File: src/rtl/keypad_scan_pkg.sv
// Shared types and helpers for the 4x4 keypad scanner.
// Holds the FSM state enumeration, the matrix dimensions and the column-strobe helpers.
package keypad_scan_pkg;

  localparam int COL_W = 4;
  localparam int ROW_W = 4;

  // Strobe pattern after reset; every rotation shifts it one column to the left.
  localparam logic [COL_W-1:0] COL_FIRST = 4'b0001;

  typedef enum logic [1:0] {
    SCAN,
    PRESS_DB,
    HELD,
    RELEASE_DB
  } scan_state_t;

  function automatic logic [COL_W-1:0] rotate_col(input logic [COL_W-1:0] col);
    return {col[COL_W-2:0], col[COL_W-1]};
  endfunction

  // The lowest set row index wins when several rows are active together.
  function automatic logic [1:0] lowest_row(input logic [ROW_W-1:0] rows);
    logic [1:0] idx;
    idx = 2'd0;
    for (int i = ROW_W - 1; i >= 0; i--) begin
      if (rows[i]) idx = 2'(i);
    end
    return idx;
  endfunction

  function automatic logic [1:0] col_index(input logic [COL_W-1:0] col);
    logic [1:0] idx;
    idx = 2'd0;
    for (int i = 0; i < COL_W; i++) begin
      if (col[i]) idx = 2'(i);
    end
    return idx;
  endfunction

endpackage

File: src/rtl/keypad_scan_divider.sv
// Wrap counter 0..DIV-1; tick is high during the last count of every period.
module scan_divider #(
  parameter int DIV = 1000
) (
  input  logic clk,
  input  logic rst,
  output logic tick
);

  localparam int W = (DIV > 1) ? $clog2(DIV) : 1;
  localparam logic [W-1:0] LAST = W'(DIV - 1);

  logic [W-1:0] count;

  always_ff @(posedge clk) begin
    if (!rst) begin
      count <= '0;
    end else if (count == LAST) begin
      count <= '0;
    end else begin
      count <= count + W'(1);
    end
  end

  assign tick = (count == LAST);

endmodule

File: src/rtl/keypad_scan.sv
// 4x4 keypad scanner: rotating column strobe, debounced press/release tracking of one key.
// Rows are synchronized, then sampled once per column on the divider's last cycle.
module keypad_scan
  import keypad_scan_pkg::*;
#(
  parameter int SCAN_DIV   = 1000,
  parameter int DEBOUNCE_N = 4
) (
  input  logic       clk,
  input  logic       rst,
  input  logic [3:0] row_in,
  output logic [3:0] col_out,
  output logic [3:0] key_code,
  output logic       key_valid,
  output logic       key_held,
  output logic       key_release
);

  localparam int CNT_W = $clog2(DEBOUNCE_N + 1);
  localparam logic [CNT_W-1:0] CNT_ONE    = CNT_W'(1);
  localparam logic [CNT_W-1:0] CNT_TARGET = CNT_W'(DEBOUNCE_N);
  localparam bit SINGLE_SAMPLE = (DEBOUNCE_N <= 1);

  scan_state_t      state, state_n;
  logic [3:0]       col_n;
  logic [1:0]       cand_row, cand_n;
  logic [CNT_W-1:0] stable_cnt, cnt_n, cnt_inc;
  logic [3:0]       code_n;
  logic             valid_n, held_n, release_n;
  logic [3:0]       row_meta, row_sync;
  logic             tick;
  logic             cand_bit;

  scan_divider #(
    .DIV(SCAN_DIV)
  ) u_divider (
    .clk (clk),
    .rst (rst),
    .tick(tick)
  );

  always_ff @(posedge clk) begin
    if (!rst) begin
      row_meta    <= '0;
      row_sync    <= '0;
      state       <= SCAN;
      col_out     <= COL_FIRST;
      cand_row    <= '0;
      stable_cnt  <= '0;
      key_code    <= '0;
      key_valid   <= 1'b0;
      key_held    <= 1'b0;
      key_release <= 1'b0;
    end else begin
      row_meta    <= row_in;
      row_sync    <= row_meta;
      state       <= state_n;
      col_out     <= col_n;
      cand_row    <= cand_n;
      stable_cnt  <= cnt_n;
      key_code    <= code_n;
      key_valid   <= valid_n;
      key_held    <= held_n;
      key_release <= release_n;
    end
  end

  assign cand_bit = row_sync[cand_row];
  assign cnt_inc  = stable_cnt + CNT_ONE;

  // Decisions are only taken on a divider tick; the column stays frozen while a key is tracked.
  always_comb begin
    state_n   = state;
    col_n     = col_out;
    cand_n    = cand_row;
    cnt_n     = stable_cnt;
    code_n    = key_code;
    valid_n   = 1'b0;
    held_n    = key_held;
    release_n = 1'b0;

    if (tick) begin
      case (state)
        SCAN: begin
          if (row_sync != '0) begin
            cand_n = lowest_row(row_sync);
            if (SINGLE_SAMPLE) begin
              state_n = HELD;
              cnt_n   = '0;
              valid_n = 1'b1;
              held_n  = 1'b1;
              code_n  = {col_index(col_out), lowest_row(row_sync)};
            end else begin
              state_n = PRESS_DB;
              cnt_n   = CNT_ONE;
            end
          end else begin
            col_n = rotate_col(col_out);
          end
        end

        PRESS_DB: begin
          if (cand_bit) begin
            if (cnt_inc >= CNT_TARGET) begin
              state_n = HELD;
              cnt_n   = '0;
              valid_n = 1'b1;
              held_n  = 1'b1;
              code_n  = {col_index(col_out), cand_row};
            end else begin
              cnt_n = cnt_inc;
            end
          end else begin
            state_n = SCAN;
            cnt_n   = '0;
            col_n   = rotate_col(col_out);
          end
        end

        HELD: begin
          if (!cand_bit) begin
            if (CNT_ONE >= CNT_TARGET) begin
              state_n   = SCAN;
              cnt_n     = '0;
              release_n = 1'b1;
              held_n    = 1'b0;
              col_n     = rotate_col(col_out);
            end else begin
              state_n = RELEASE_DB;
              cnt_n   = CNT_ONE;
            end
          end
        end

        RELEASE_DB: begin
          if (!cand_bit) begin
            if (cnt_inc >= CNT_TARGET) begin
              state_n   = SCAN;
              cnt_n     = '0;
              release_n = 1'b1;
              held_n    = 1'b0;
              col_n     = rotate_col(col_out);
            end else begin
              cnt_n = cnt_inc;
            end
          end else begin
            state_n = HELD;
            cnt_n   = '0;
          end
        end

        default: begin
          state_n = SCAN;
        end
      endcase
    end
  end

endmodule

File: config.mk
export PLATFORM = sky130hd
export DESIGN_NAME = keypad_scan
export DESIGN_NICKNAME = d
export VERILOG_FILES = /design/src/rtl/keypad_scan_pkg.sv /design/src/rtl/keypad_scan_divider.sv /design/src/rtl/keypad_scan.sv
export SDC_FILE = /design/constraint.sdc
export NUM_CORES = 1
export LEC_CHECK = 0
export ABC_AREA = 1
export BUFFER_PORTS_ARGS = -buffer_cell sky130_fd_sc_hd__buf_2
export CORE_MARGIN = 8
export CORE_UTILIZATION = 61
export DETAILED_ROUTE_END_ITERATION = 8
export GPL_TIMING_DRIVEN = 0
export PLACE_DENSITY = 0.87
export REMOVE_ABC_BUFFERS = 1
export SYNTH_ARGS = -nofsm -noshare
export SYNTH_HDL_FRONTEND = slang
export SYNTH_HIERARCHICAL = 1
export SYNTH_SLANG_ARGS = --single-unit
File: constraint.sdc
create_clock -name clk -period 4.75 [get_ports clk]
set_input_delay 0.95 -clock clk [delete_from_list [all_inputs] [get_ports clk]]
set_output_delay 0.95 -clock clk [all_outputs]
set_load 0.03 [all_outputs]
After elaboration in Yosys (flattened, before gate mapping)
Cells that the tools add are included.

storage, ports and cells
  bits in registers = 36
  output and inout port bits = 11
  logic and storage cells = 78

operators by class
  eq/ne operators = 14
  magnitude comparators = 2
  muxes and demuxes = 33
  bitwise logic cells = 3
  reductions and logical operators = 13
  $add $sub $neg = 2

operator list
  cell                   count
  $mux 2                 12
  $mux 4                 4
  $ne 2x2->1 const B     8
  $mux 3                 5
  $pmux 3 s4             1
  $pmux 4 s3             1
  $reduce_and 6->1       2
  $add 10x1->10 const B  1
  $eq 10x10->1 const B   1
  $pmux 2 s4             1
  $reduce_and 4->1       2
  $mux 1                 7
  $ne 3x3->1 const B     2
  $reduce_and 3->1       2
  $reduce_and 5->1       1
  $eq 2x2->1 const B     2
  $reduce_bool 4->1      1
  $reduce_or 4->1        1
  $add 3x1->3 const B    1
  $ge 3x3->1 const B     1
  $lt 2x3->1 const B     1
  $not 1->1              3
  $reduce_bool 3->1      1
  $bmux 1 s2             1
  5 further kinds        5

Logic depth before layout (Yosys ltp)
Gate-level depths: netlist of run 1.

  depth in word-level cells = 5
  depth in mapped cells = 11

Cells and area by module
Netlist of run 1, hierarchy kept.

modules (own cells, without submodules)
  module        times used  area an instance (sq um)  seq. area each (sq um)  cells each
  keypad_scan   1           1,154.9                   520.5                   156
  scan_divider  1           476.7                     200.2                   66

Worst setup path after synthesis of run 1
Ideal clock, no wire load.

  path type = reg-to-reg
  start = register u_divider.count[0]
  end = register key_code[2]
  library setup time = 0.070 ns
  cell stages (with the launch flop) = 10
  path buffers = 0
  clock period less this slack = 1.659 ns
  data required time = 4.680 ns
  path slack = 3.091 ns
  arrival time = 1.590 ns
  path through = dfxtp_1 ha_1 inv_1 nor3_1 inv_1 nor2_1 nand4_1 inv_2 o21ai_1 a21oi_1

on the way
  longest elaborated chain between the ends = 2

ends and longest elaborated chain
  what                               RTL line                   text
  start: declaration                 keypad_scan_divider.sv:13  logic [W-1:0] count;
  start signal: assignment           keypad_scan_divider.sv:21  count <= count + W'(1);
  $eq 10x10->1                       keypad_scan_divider.sv:25  assign tick = (count == LAST);
  via tick                           keypad_scan.sv:31          logic tick;
  $reduce_and 4->1 (no source line)  --
  end signal: assignment             keypad_scan.sv:61          key_code <= code_n;
  end: declaration                   keypad_scan.sv:13          output logic [3:0] key_code,

The timed path passes the listed nets, and every way through them passes these cells.
A chain may end at the register's enable or synchronous reset.

Worst setup path in the final report of run 1
  start = register u_divider.count[0]
  end = register key_code[0]

Same word-level chain as after synthesis.

==> results of run 1 <==
-- worst paths after layout --
| check | from | to | depth (start not counted) | slack [ps] |
|---|---|---|---|---|
| worst max register to register | u_divider/count[0] | key_code[0] | 9 | 2690 |
| worst max-delay path | u_divider/count[0] | key_code[0] | 9 | 2690 |
| worst min register to register | row_meta[1] | row_sync[1] | 2 | 430 |
| worst min-delay path | row_meta[1] | row_sync[1] | 2 | 430 |
-- layout by cell type (no fill, tap or decap), drive strengths merged, types with 2 or more instances in the layout --
master | netlist | final
a21oi | 13 | 13
buf | 0 | 16
clkbuf | 2 | 5
clkinv | 0 | 3
dfxtp | 36 | 36
ha | 3 | 3
inv | 35 | 35
nand2 | 50 | 50
nand3 | 18 | 18
nand4 | 2 | 2
nor2 | 43 | 43
nor3 | 4 | 4
o21ai | 11 | 11
xnor2 | 2 | 2
-- power breakdown --
group	total (W)	switching, W	internal (W)
combinational	0.0000224	0.0000144	0.00000798
sequential	0.000311	0.00000350	0.000307
clock	0.000162	0.000105	0.0000568
-- metal layers --
layer | share of wire | vias to the layer above
li1 | - | 732
met1 | 0.44 | 590
met2 | 0.49 | 25
met3 | 0.055 | 2
met4 | 0.0092 | 0
met5 | 0 | -
-- flip-flops by register name, summed over array words and instances, names as in the netlist, 2 cells and up, named ones only --
name             count
cand_row             2
u_divider/count     10
row_sync             4
col_out              4
stable_cnt           3
key_code             4
row_meta             4
-- kinds of logic (layout without fill, tap and decap cells) --
group | after synthesis | after routing | synth area share
adder cells (fa/ha/maj) | 3 | 3 | 0.0230
AO/OA/AOI/OAI | 24 | 24 | 0.0782
buffers and inverters | 37 | 59 | 0.0913
AND/OR/NAND/NOR | 119 | 119 | 0.350
flip-flops | 36 | 36 | 0.442
XOR/XNOR | 3 | 3 | 0.0161
-- cell type report --
| cell class | instances | area [um^2] | share of cell area |
|---|---|---|---|
| Multi-Input combinational cell | 149 | 762 | 0.426 |
| Sequential cell | 36 | 721 | 0.403 |
| Inverter | 35 | 131 | 0.0735 |
| Timing Repair Buffer | 16 | 80.1 | 0.0448 |
| Clock buffer | 5 | 37.5 | 0.0210 |
| Tap cell | 30 | 37.5 | 0.0210 |
| Clock inverter | 3 | 18.8 | 0.0105 |
-- worst max-delay path, stage by stage, from the launching register on --
cell and delay, ps:
dfxtp_1 390, ha_1 180, inv_1 70, nor3_1 480, inv_1 190, nor2_1 150
nand4_1 160, inv_2 160, o21ai_1 70, a21oi_1 150
-- metrics by stage --
stage	setup WS, ps	area [um^2]
2_1_floorplan	3090	1610
3_3_place_gp	2810	1730
3_5_place_dp	2730	1730
4_1_cts	2690	1790
5_1_grt	2390	1790
6_report	2690	1790
==> impl_metrics.env, run 1 <==
export IMPL_synthTopCellsByArea="dfxtp_1, nand2_1, nor2_1"
export IMPL_grt_max_degree=26
export IMPL_hpwl_mm=2.15
export IMPL_fmax_mhz=485
export IMPL_synth_cell_type_count=24
export IMPL_ys_async_sr_fraction=0
export IMPL_tightest_slew_ps=540
export IMPL_ant_nets=0
export IMPL_synth_edf_count=0
export IMPL_drt_iter0_markers=53
export IMPL_cts_setup_buffers=0
export IMPL_overflow=0
export IMPL_fin_skew_ps=9.03
export IMPL_tns_ps=0
export IMPL_die_w_um=67.7
export IMPL_synth_top_area_share=0.442
export IMPL_worstSetupStartpointType="flip-flop"
export IMPL_relSlewSlack=0.637
export IMPL_numCtsBuffers=5
export IMPL_p_per_area_mw_per_mm2=277
export IMPL_syn_to_final_growth_pct=9.59
export IMPL_syn_avg_cell_area_um2=7.35
export IMPL_dr_pass1_iters=4
export IMPL_io_pins=17
export IMPL_worst_setup_path_type="flip-flop to flip-flop"
export IMPL_htreeDepth=2
export IMPL_row_count=18
export IMPL_use_met3=0.0464
export IMPL_drt_vias_per_instance=4.92
export IMPL_crit_required_ps=5010
export IMPL_cts_num_sinks=36
export IMPL_portBuffers=16
export IMPL_met1_usage=0.151
export IMPL_synth_most_common_cell="nand2_1"
export IMPL_syn_inst=222
export IMPL_cts_tree="built"
export IMPL_num_vias=1349
export IMPL_slew_violations=0
export IMPL_rsz0062_at_grt="false"
export IMPL_drc_errors=0
export IMPL_grt_total_usage=0.145
export IMPL_leakagePower_nw=0.838
export IMPL_cap_violations=0
export IMPL_met2_usage=0.256
export IMPL_core_mm2=0.00250
export IMPL_routed_wl_mm=2.93
export IMPL_cts_resized=0
export IMPL_fin_util=0.715
export IMPL_netlist_area_mm2=0.00163
export IMPL_fin_crit_ps=2060
export IMPL_worst_hold_path_type="flip-flop to flip-flop"
export IMPL_path_max_fanout=8
export IMPL_fillers=215
export IMPL_yosys_warnings=6
export IMPL_hold_viol=0
export IMPL_grt_pass1_vias=1255
export IMPL_period_share=0.434
export IMPL_cts_root_buf="clkbuf_4"
export IMPL_critPathArrivalTime_ps=2330
export IMPL_clk_latency_ps=340
export IMPL_diodes=0
export IMPL_worstSetupEndpointType="flip-flop"
export IMPL_drive_gt1_frac=0.205
export IMPL_finalNetCount=252
export IMPL_die_y_um=67.7
export IMPL_p_total_w=0.000495
export IMPL_synth_seq_cells=36
export IMPL_setup_viol=0
export IMPL_synth_main_ff_cell="dfxtp_1"
export IMPL_start_util=0.653
export IMPL_synth_area_leader_cell="dfxtp_1"
export IMPL_peakVddDrop_mv=0.275
export IMPL_ys_seq_area_frac=0.442
export IMPL_status="finished clean"
export IMPL_design_die_area_mm2=0.00459
export IMPL_clockBufferDepth=2
export IMPL_routedWlPerCell_um=10.7
export IMPL_synth_common_cells="nand2_1, nor2_1, dfxtp_1, inv_1"
export IMPL_final_cells=274
export IMPL_holdWs_ps=427
export IMPL_grt_pass1_wl_mm=5.06
export IMPL_gp_congestion=0.876
export IMPL_path_clk_slew_ps=110
export IMPL_dpl_cell_count=266
export IMPL_postCtsHoldBufs=0
export IMPL_busiest_layer="met2"
export IMPL_antenna_found_initial=0
No activity file was read; power rests on OpenSTA's default activity.
==> run 2, diff against run 1 <==
Settings changed: CORE_UTILIZATION 61 to 51, PLACE_DENSITY 0.87 to 0.78.
Clock period 4.75 ns to 1.8 ns, I/O delays scaled along.
==> run 2 against run 1 <==
Largest power group unchanged. Combinational power rose to 2.6 times the previous value. Flip-flop and latch count unchanged. Clock skew about the same. Worst hold slack worse by 230 ps. Utilization down 10 points. Largest cell class unchanged. Count of clock-buffer cells in the layout unchanged. Critical path depth up 1. Routed wire length down 3.7%. Sequential share of layout area down 1.7 points. Highest routed layer unchanged. Power rose to 2.9 times the previous value.
==> impl_metrics.env, run 2 (synthesized netlist as in run 1, its figures left out) <==
export IMPL_status="finished clean"
export IMPL_multi_input_area_um2=773
export IMPL_largest_register_ffs=10
export IMPL_worst_setup_path_type="flip-flop to flip-flop"
export IMPL_holdPathEnd="row_meta[1]"
export IMPL_die_y_um=72.6
export IMPL_p_comb_frac=0.041
export IMPL_critPathArrivalTime_ps=1860
export IMPL_layout_commonest_cell="nand2_1"
export IMPL_dr_pass1_iters=4
export IMPL_path_max_fanout=7
export IMPL_rr_endpoint="key_code[1]"
export IMPL_power_clock_fraction=0.388
export IMPL_grt_pass1_wl_mm=4.80
export IMPL_finalNetCount=256
export IMPL_portBuffers=16
export IMPL_dpl_cell_count=280
export IMPL_leakagePower_nw=0.878
export IMPL_cts_num_sinks=36
export IMPL_numCtsBuffers=5
export IMPL_placed_area_mm2=0.00175
export IMPL_p_sw_w=0.000314
export IMPL_layout_common_cells="nand2_1, nor2_1, dfxtp_1"
export IMPL_die_w_um=72.6
export IMPL_stdcell_area_mm2=0.00187
export IMPL_worstSetupEndpointType="flip-flop"
export IMPL_path_clk_slew_ps=110
export IMPL_fin_ws_ps=177
export IMPL_top_layer="met4"
export IMPL_reg2reg_from="u_divider/count[6]"
export IMPL_cts_tree="built"
export IMPL_clk_latency_ps=340
export IMPL_routedWlPerCell_um=9.65
export IMPL_grt_max_degree=26
export IMPL_wl_met3_um=178
export IMPL_cap_violations=0
export IMPL_tns_ps=0
export IMPL_io_pins=17
export IMPL_seq_power_share=0.571
export IMPL_regMostFlops="u_divider/count"
export IMPL_drt_iter0_markers=63
export IMPL_switching_share=0.219
export IMPL_period_share=0.902
export IMPL_cts_root_buf="clkbuf_4"
export IMPL_drc_errors=0
export IMPL_setup_viol=0
export IMPL_diodes=0
export IMPL_p_per_area_mw_per_mm2=766
export IMPL_fin_crit_ps=1620
export IMPL_wl_met1_mm=1.32
export IMPL_syn_to_final_growth_pct=14.9
export IMPL_tightest_slew_ps=431
export IMPL_ant_nets=0
export IMPL_drt_vias_per_instance=4.64
export IMPL_grt_pass1_vias=1213
export IMPL_slew_violations=0
export IMPL_relSlewSlack=0.713
export IMPL_overflow=0
export IMPL_regArea_um2=724
export IMPL_fin_util=0.614
export IMPL_worst_hold_path_type="input port to flip-flop"
export IMPL_fin_skew_ps=9.51
export IMPL_design_die_area_mm2=0.00526
export IMPL_peakVddDrop_mv=0.516
export IMPL_reg2reg_depth=10
export IMPL_hold_viol=0
export IMPL_num_vias=1356
export IMPL_routed_wl_met2_mm=1.28
export IMPL_grt_total_usage=0.114
export IMPL_power_internal_w=0.00112
export IMPL_hold_start="row_in[1]"
export IMPL_pre_cts_ws_ps=-227
export IMPL_reg2reg_slack_ps=180
export IMPL_worstSetupStartpointType="flip-flop"
export IMPL_hpwl_mm=2.06
export IMPL_final_cells=292
export IMPL_clockBufferDepth=2
export IMPL_htreeDepth=2
export IMPL_antenna_found_initial=0
export IMPL_drive_gt1_frac=0.242
export IMPL_gp_congestion=0.828
export IMPL_row_count=20
export IMPL_fillers=293
export IMPL_core_mm2=0.00305
export IMPL_routed_wl_mm=2.82
export IMPL_start_util=0.534
export IMPL_crit_required_ps=2040
export IMPL_min_path_cells=3
export IMPL_fmax_mhz=616
## run 2: cell count changes in the layout (fill, tap and decap cells not counted), sizes merged
cell | previous run | this run
clkinv | 3 | 1
buf | 16 | 20
bufinv | 0 | 1
clkinvlp | 0 | 1
## run 2: critical path, stage by stage (launching register included)
cell and delay (ps):
dfxtp_2 360, nand2_1 80, inv_2 70, nand4_1 130, nor3_4 210, inv_2 70, nor2_1 110, nand4_1 160
inv_2 160, buf_4 130, a21oi_1 60
## run 2: layout make-up
| cell class | count | share of cell area |
|---|---|---|
| Inverter | 35 | 0.0701 |
| Clock inverter | 3 | 0.0227 |
| Multi-Input combinational cell | 149 | 0.413 |
| Timing Repair Buffer | 20 | 0.0587 |
| Sequential cell | 36 | 0.387 |
| Clock buffer | 5 | 0.0200 |
| Tap cell | 44 | 0.0294 |
## run 2: how the worst max path moves through the flow
stage | slack, ps | to | from | cells past startpoint
2_1_floorplan | 140 | key_code[2] | u_divider/count[0] | 9
3_3_place_gp | -190 | key_code[0] | u_divider/count[0] | 9
3_5_place_dp | -230 | key_code[1] | u_divider/count[0] | 9
4_1_cts | 1 | key_code[1] | u_divider/count[0] | 9
5_1_grt | -10 | key_code[1] | u_divider/count[6] | 10
6_report | 180 | key_code[1] | u_divider/count[6] | 10
## run 2: power groups by stage
stage | Combinational (W) | Clock, W | Sequential [W]
after floorplan | 0.0000399 | 0 | 0.000836
after global placement | 0.0000582 | 0 | 0.000837
after detailed placement | 0.0000592 | 0 | 0.000838
after CTS | 0.0000602 | 0.000578 | 0.000819
after global routing | 0.0000696 | 0.000611 | 0.000822
final | 0.0000592 | 0.000557 | 0.000819
## run 2: repair_timing
| action | CTS | global route |
|---|---|---|
| buffers inserted | 0 | 4 |
| endpoints found under the setup margin | 6 | 5 |
| resized for setup | 2 | 6 |
| pin swaps | 0 | 2 |
| hold buffers | 0 | 0 |
## run 2: per-stage QoR
step	power, W	hold slack, ps
floorplan	0.000876	390
global placement	0.000895	393
detailed placement	0.000897	401
CTS	0.00146	181
global route	0.00150	171
finish	0.00144	195
## run 2: layer usage
| layer | up-vias | GRT usage |
|---|---|---|
| li1 | 745 | - |
| met1 | 583 | 0.129 |
| met2 | 24 | 0.180 |
| met3 | 4 | 0.0427 |
| met4 | 0 | 0.0600 |
| met5 | - | 0 |
